File: src/rtl/mux4_arbiter.sv
// Round-robin arbiter driving the select pair of a shared 4:1 mux.
// Grants are bounded by a hold counter and hand over with no idle cycle.
module mux4_arbiter #(
    parameter int HOLD_MAX = 8,
    parameter int CW       = 8
) (
    input  logic       clk,
    input  logic       reset,
    input  logic [3:0] req,
    output logic [3:0] gnt,
    output logic       s1,
    output logic       s2,
    output logic       busy
);

    typedef enum logic {
        IDLE,
        GRANT
    } state_t;

    state_t          state;
    logic [1:0]      last;
    logic [CW-1:0]   cnt;
    logic [1:0]      win;
    logic            release_h;

    // First requester at or after last+1, wrapping; last itself is scanned last.
    function automatic logic [1:0] pick(
        input logic [3:0] r,
        input logic [1:0] p
    );
        logic [1:0] idx;
        pick = p;
        for (int k = 4; k >= 1; k--) begin
            idx = p + 2'(k);
            if (r[idx]) pick = idx;
        end
    endfunction

    always_comb begin
        win       = pick(req, last);
        release_h = !req[last] || (cnt == CW'(HOLD_MAX));
    end

    always_ff @(posedge clk) begin
        if (reset) begin
            state <= IDLE;
            gnt   <= 4'b0000;
            s1    <= 1'b0;
            s2    <= 1'b0;
            busy  <= 1'b0;
            last  <= 2'd3;
            cnt   <= '0;
        end else begin
            unique case (state)
                IDLE: begin
                    if (|req) begin
                        state    <= GRANT;
                        gnt      <= 4'b0001 << win;
                        {s1, s2} <= win;
                        busy     <= 1'b1;
                        last     <= win;
                        cnt      <= CW'(1);
                    end
                end
                GRANT: begin
                    if (!release_h) begin
                        cnt <= cnt + CW'(1);
                    end else if (|req) begin
                        gnt      <= 4'b0001 << win;
                        {s1, s2} <= win;
                        busy     <= 1'b1;
                        last     <= win;
                        cnt      <= CW'(1);
                    end else begin
                        // Select lines keep their value so the mux output stays put.
                        state <= IDLE;
                        gnt   <= 4'b0000;
                        busy  <= 1'b0;
                        cnt   <= '0;
                    end
                end
            endcase
        end
    end

endmodule

File: config.mk
export PLATFORM = sky130hd
export DESIGN_NAME = mux4_arbiter
export DESIGN_NICKNAME = d
export VERILOG_FILES = /design/src/rtl/mux4_arbiter.sv
export SDC_FILE = /design/constraint.sdc
export NUM_CORES = 1
export LEC_CHECK = 0
export ABC_AREA = 1
export CORE_MARGIN = 5
export CORE_UTILIZATION = 54
export DETAILED_ROUTE_END_ITERATION = 8
export HOLD_SLACK_MARGIN = 0.02
export PLACE_DENSITY = 0.77
export SKIP_LAST_GASP = 1
export SYNTH_ARGS = -nofsm -noshare
export SYNTH_HDL_FRONTEND = slang
export SYNTH_SLANG_ARGS = --single-unit
File: constraint.sdc
create_clock -name clk -period 1.6 [get_ports clk]
set_input_delay 0.24 -clock clk [delete_from_list [all_inputs] [get_ports clk]]
set_output_delay 0.24 -clock clk [all_outputs]
set_load 0.05 [all_outputs]
==> impl_metrics.yaml, run 1 <==
run_status:
  status: "completed"
route:
  drt_iter0_markers: 26
  drcViolationCount: 0
  routed_wl_um: 2310
  drt-pass1-iter-count: 4
  wire_per_inst_um: 10.8
  vias_per_cell: 5.01
  vias: 1073
  ant_nets: 0
timing:
  slew_viol_final: 0
  skew_ns: 0.00271
  slew_headroom_pct: 83.9
  rsz0062_at_grt: "true"
  max_freq_mhz: 680
  timing.final.hold_violations: 0
  whs_ns: 0.474
  finalCritPeriodShare_pct: 91.9
  min_period_ns: 1.47
  worst_slew_pin_slew_ns: 0.241
  finalSetupViolations: 0
pwr:
  max-vdd-ir-drop_uv: 1440
  p_per_area_mw_per_mm2: 1590
  pwr-share-seq_pct: 27.7
  pwr-share-comb_pct: 62.0
  clkPwrFrac_pct: 10.3
  power.internal_mw: 1.09
  p_leak_nw: 0.636
  switching_power_mw: 1.04
  switching_share_pct: 48.8
clock_tree:
  cts_buffer_depth: 2
  cts.sinks: 18
  ctsResizeCount: 0
  worstSkewPairLatency_ns: 0.29
  postCtsSetupRepairBufs: 0
  cts_tree: "yes"
  cts_max_level: 1
  postCtsHoldBufs: 0
  cts_root_buf: "clkbuf_4"
  cts_made_buffers: 3
  cts.clk_slew.worst_paths_ns: 0.10
floorplanning:
  die_h_um: 55.2
  start_util_pct: 56.3
  dieArea_mm2: 0.00305
  die_x_um: 55.2
  pin_count: 13
  rows: 16
  core_mm2: 0.00196
final_layout:
  antenna_cells: 0
  final_util_pct: 68.4
  drive_gt1_share_pct: 24.6
  num-nets-final: 197
  area_growth_pct: 21.5
placement:
  hpwl_um: 1880
  routabilityCongestion: 0.767
  io_buffers: 12
grt:
  overflow: 0
  grt_max_degree: 10
  track_usage_pct: 16.7
  grt_first_pass_wirelength_um: 4310
  antenna_found_initial: 0
  grt_pass1_vias: 1069
setup_path:
  path_max_fanout: 5
  end_kind: "flop"
  crit_arrival_ns: 1.64
  worst_ep_required_time_ns: 1.77
  startpoint_type: "input port"
  crit_type: "in2reg"
yosys:
  syn_inst: 163
  syn_area_mm2: 0.00110
  syn_nets: 171
  ys_seq_elements: 18
  ys_seq_area_share_pct: 32.6
  syn_avg_cell_area_um2: 6.78
  yosysWarnings: 0
  ys_types: 25
flow_run:
  drv_cap: 0
hold_path:
  hold_class: "reg2reg"
==> logic make-up after synthesis <==
group | synth area share, %
AND/OR/NAND/NOR | 43.3
buffers and inverters | 9.29
AO/OA/AOI/OAI | 11.8
flip-flops | 32.6
adder cells (fa/ha/maj) | 2.26
XOR/XNOR | 0.793
==> layout by cell type (no fill, tap or decap), types with 2 or more instances in the layout <==
cell and instances:
ha_1 2, a21oi_2 2, clkdlybuf4s50_1 5, buf_4 18, nor2_1 17, nand2_1 51
nand3_2 4, dfxtp_1 18, clkbuf_4 3, nand2_2 6, nor2_8 2, inv_1 16
o211ai_1 2, nand3_1 9, a21oi_1 11, o21ai_0 3, nand2_4 3, nand3b_1 2
inv_2 5, nand4_1 2
==> synthesized netlist by cell type (all sizes together) <==
| master | number | share of area, % |
|---|---|---|
| a211oi | 1 | 0.68 |
| a21boi | 1 | 0.68 |
| nor2 | 20 | 10 |
| clkbuf | 1 | 0.34 |
| nand2 | 60 | 23 |
| a21oi | 13 | 6.2 |
| xnor2 | 1 | 0.79 |
| buf | 1 | 1.0 |
| nand4 | 2 | 1.1 |
| nand3 | 13 | 7.7 |
| dfxtp | 18 | 33 |
| o211ai | 2 | 1.4 |
| nand3b | 2 | 1.4 |
| o21ai | 4 | 2.8 |
| inv | 22 | 7.9 |
| ha | 2 | 2.3 |
==> power groups by stage <==
stage / clock (mW) / sequential, mW / combinational (mW)
floorplan: 0 / 0.778 / 0.795
global placement: 0 / 0.601 / 1.28
detailed placement: 0 / 0.599 / 1.31
CTS: 0.230 / 0.591 / 1.31
global route: 0.251 / 0.599 / 1.48
finish: 0.221 / 0.591 / 1.32
==> worst max-delay path, cell delays in order <==
cell,delay [ns]
clkdlybuf4s50_1,0.53
inv_1,0.08
nand2_1,0.06
nand3_1,0.12
nand2_1,0.10
inv_1,0.04
nand2_1,0.07
nand2_1,0.05
nand2_1,0.06
nand2_2,0.09
nand2_1,0.11
o211ai_1,0.10
==> metrics by stage <==
step	TNS (ns)	cell area (um2)	worst slack [ns]	power (mW)	instances
finish	0	1340	0.130	2.14	214
global route	-0.0221	1340	-0.0132	2.33	214
CTS	0	1330	0.0806	2.14	214
detailed placement	-0.733	1310	-0.134	1.91	211
global placement	-0.380	1310	-0.0932	1.88	211
floorplan	0	1100	0.210	1.57	163
==> layout make-up <==
class | instances | area (um2)
clock buffers | 3 | 22.5
well taps | 27 | 33.8
repair buffers | 23 | 185
inverters | 22 | 87.6
flip-flops and latches | 18 | 360
multi-input cells | 121 | 653
fillers | 203 | 619
==> registers in the layout, summed over array words and instances (netlist names) <==
name / count
busy: 1
s2: 1
cnt: 8
state: 1
last: 2
s1: 1
gnt: 4
==> per-layer routing <==
metal / part of all wire, % / global-route usage (%) / vias to the layer above
met3: 3.1 / 3.03 / 4
met4: 0.91 / 5.21 / 0
met5: 0 / 0 / -
met2: 48 / 27.9 / 18
met1: 48 / 21.7 / 489
li1: - / - / 562
==> final timing paths <==
path | from | to | slack (ns) | cells past startpoint
setup / recovery | req[1] | last[0] | 0.13 | 12
hold / removal | gnt[1] | gnt[1] | 0.47 | 2
setup reg to reg | cnt[0] | gnt[3] | 0.13 | 10
hold reg to reg | gnt[1] | gnt[1] | 0.47 | 2
(Power assumes the default switching activity.)
==> run 2, diff against run 1 <==
CORE_UTILIZATION = 58   (was 54)
PLACE_DENSITY = 0.84   (was 0.77)
clock period = 1.8 ns   (was 1.6 ns; I/O delays follow)
==> impl_metrics.yaml, run 2 (synthesized netlist as in run 1, its figures left out) <==
run_status:
  status: "completed"
timing:
  finalCritPeriodShare_pct: 97.0
  finalSetupViolations: 0
  whs_ns: 0.474
  rsz0062_at_grt: "false"
  slew_headroom_pct: 66.0
  timing.final.hold_violations: 0
  min_period_ns: 1.75
  worst_slew_pin_slew_ns: 0.509
  skew_ns: 0.00225
  slew_viol_final: 0
  setup_ws_ns: 0.0542
  max_freq_mhz: 573
  setup-tns-final_ns: 0
clock_tree:
  cts_made_buffers: 3
  cts.sinks: 18
  worstSkewPairLatency_ns: 0.30
  cts_tree: "yes"
  cts_buffer_depth: 2
  cts.clk_slew.worst_paths_ns: 0.10
  cts_max_level: 1
  cts_root_buf: "clkbuf_4"
setup_path:
  path_max_fanout: 2
  crit_arrival_ns: 1.48
  worst_ep_required_time_ns: 1.53
  path_cells: "clkdlybuf4s50_1"
  reg2reg_depth: 10
  end_kind: "output pin"
  cp_num_buf_inv: 1
  r2r_start: "cnt[0]"
  slowest_delay_ns: 0.81
  r2r_slack_ns: 0.24
  worst_r2r_endpoint: "gnt[0]"
  cp.depth: 1
  startpoint_type: "flop"
  crit_path_top_delay_cell: "clkdlybuf4s50_1"
  crit_end: "busy"
  path_delay_family: "buffers and inverters"
  startpoint: "busy"
  crit_type: "reg2out"
placement:
  hpwl_um: 1830
  place_inst: 201
  routabilityCongestion: 0.813
  io_buffers: 12
  post-place-ws_ns: 0.0365
floorplanning:
  pin_count: 13
  die_x_um: 53.6
  core_mm2: 0.00176
  rows: 15
  start_util_pct: 62.6
  dieArea_mm2: 0.00288
  die_h_um: 53.6
route:
  ant_nets: 0
  wire_per_inst_um: 11.6
  drcViolationCount: 0
  vias: 1075
  drt_iter0_markers: 24
  routed_wl_um: 2370
  vias_per_cell: 5.27
  drt-pass1-iter-count: 4
final_layout:
  final_util_pct: 73.0
  antenna_cells: 0
  n_fill_cell: 154
  area_growth_pct: 16.5
  reg_top3: "cnt (8), gnt (4), last (2)"
  largest_reg_flops: 8
  fin_cells: 204
  final_cell_mix: "52 x nand2_1, 17 x nor2_1, 17 x dfxtp_1"
  drive_gt1_share_pct: 16.8
  final_common_cell: "nand2_1"
  regMostFlops: "cnt"
  num-nets-final: 189
flow_run:
  drv_cap: 0
grt:
  grt_max_degree: 11
  overflow: 0
  grt_first_pass_wirelength_um: 4320
  grt_pass1_vias: 1025
  antenna_found_initial: 0
  track_usage_pct: 20.3
pwr:
  p_per_area_mw_per_mm2: 1420
  p_leak_nw: 0.583
  max-vdd-ir-drop_uv: 1150
hold_path:
  hold_class: "reg2reg"
run 2: layer usage:
metal	wire [um]	GRT usage [%]	vias up
li1	-	-	549
met1	1070	24.7	499
met2	1180	35.3	23
met3	105	6.09	4
met4	23	4.26	0
met5	0	0	-
run 2: worst min path at each step:
stage / start / endpoint / slack (ns) / depth (start not counted)
detailed placement: s2 / s2 / 0.46 / 2
CTS: gnt[1] / gnt[1] / 0.48 / 2
floorplan: reset / gnt[3] / 0.33 / 1
global route: gnt[1] / gnt[1] / 0.50 / 2
global placement: busy / busy / 0.45 / 2
finish: gnt[1] / gnt[1] / 0.47 / 2
run 2: worst reg2reg max path, cell delays in order, from the launching register on:
cell     delay, ns
dfxtp_1       0.36
inv_1         0.07
ha_1          0.14
nand3_1       0.12
o21ai_4       0.24
nor2_8        0.09
nor2_8        0.14
nand3_2       0.11
nor2_1        0.11
nor2_1        0.05
nor2_1        0.09
run 2: cell type report:
| class | instances | area [um2] | share of cell area (%) |
|---|---|---|---|
| Inverter | 22 | 87.6 | 6.80 |
| Sequential cell | 18 | 362 | 28.1 |
| Timing Repair Buffer | 15 | 143 | 11.1 |
| Clock buffer | 3 | 22.5 | 1.75 |
| Tap cell | 25 | 31.3 | 2.43 |
| Multi-Input combinational cell | 121 | 642 | 49.9 |
run 2: report_power, final:
part / internal [mW] / total, mW / switching [mW]
logic: 0.359 / 1.06 / 0.703
registers: 0.479 / 0.561 / 0.0820
clock network: 0.0780 / 0.202 / 0.123
total: 0.916 / 1.82 / 0.909
run 2: repair_timing:
item,CTS,global route
buffers inserted,0,0
hold buffers,0,0
setup endpoints to repair,0,1
hold endpoints to repair,0,0
gates resized for setup,0,1
run 2: metrics by stage:
step / instance area, um2 / power (mW)
floorplan: 1100 / 1.40
global placement: 1260 / 1.60
detailed placement: 1260 / 1.63
CTS: 1290 / 1.83
global route: 1290 / 1.98
finish: 1290 / 1.82
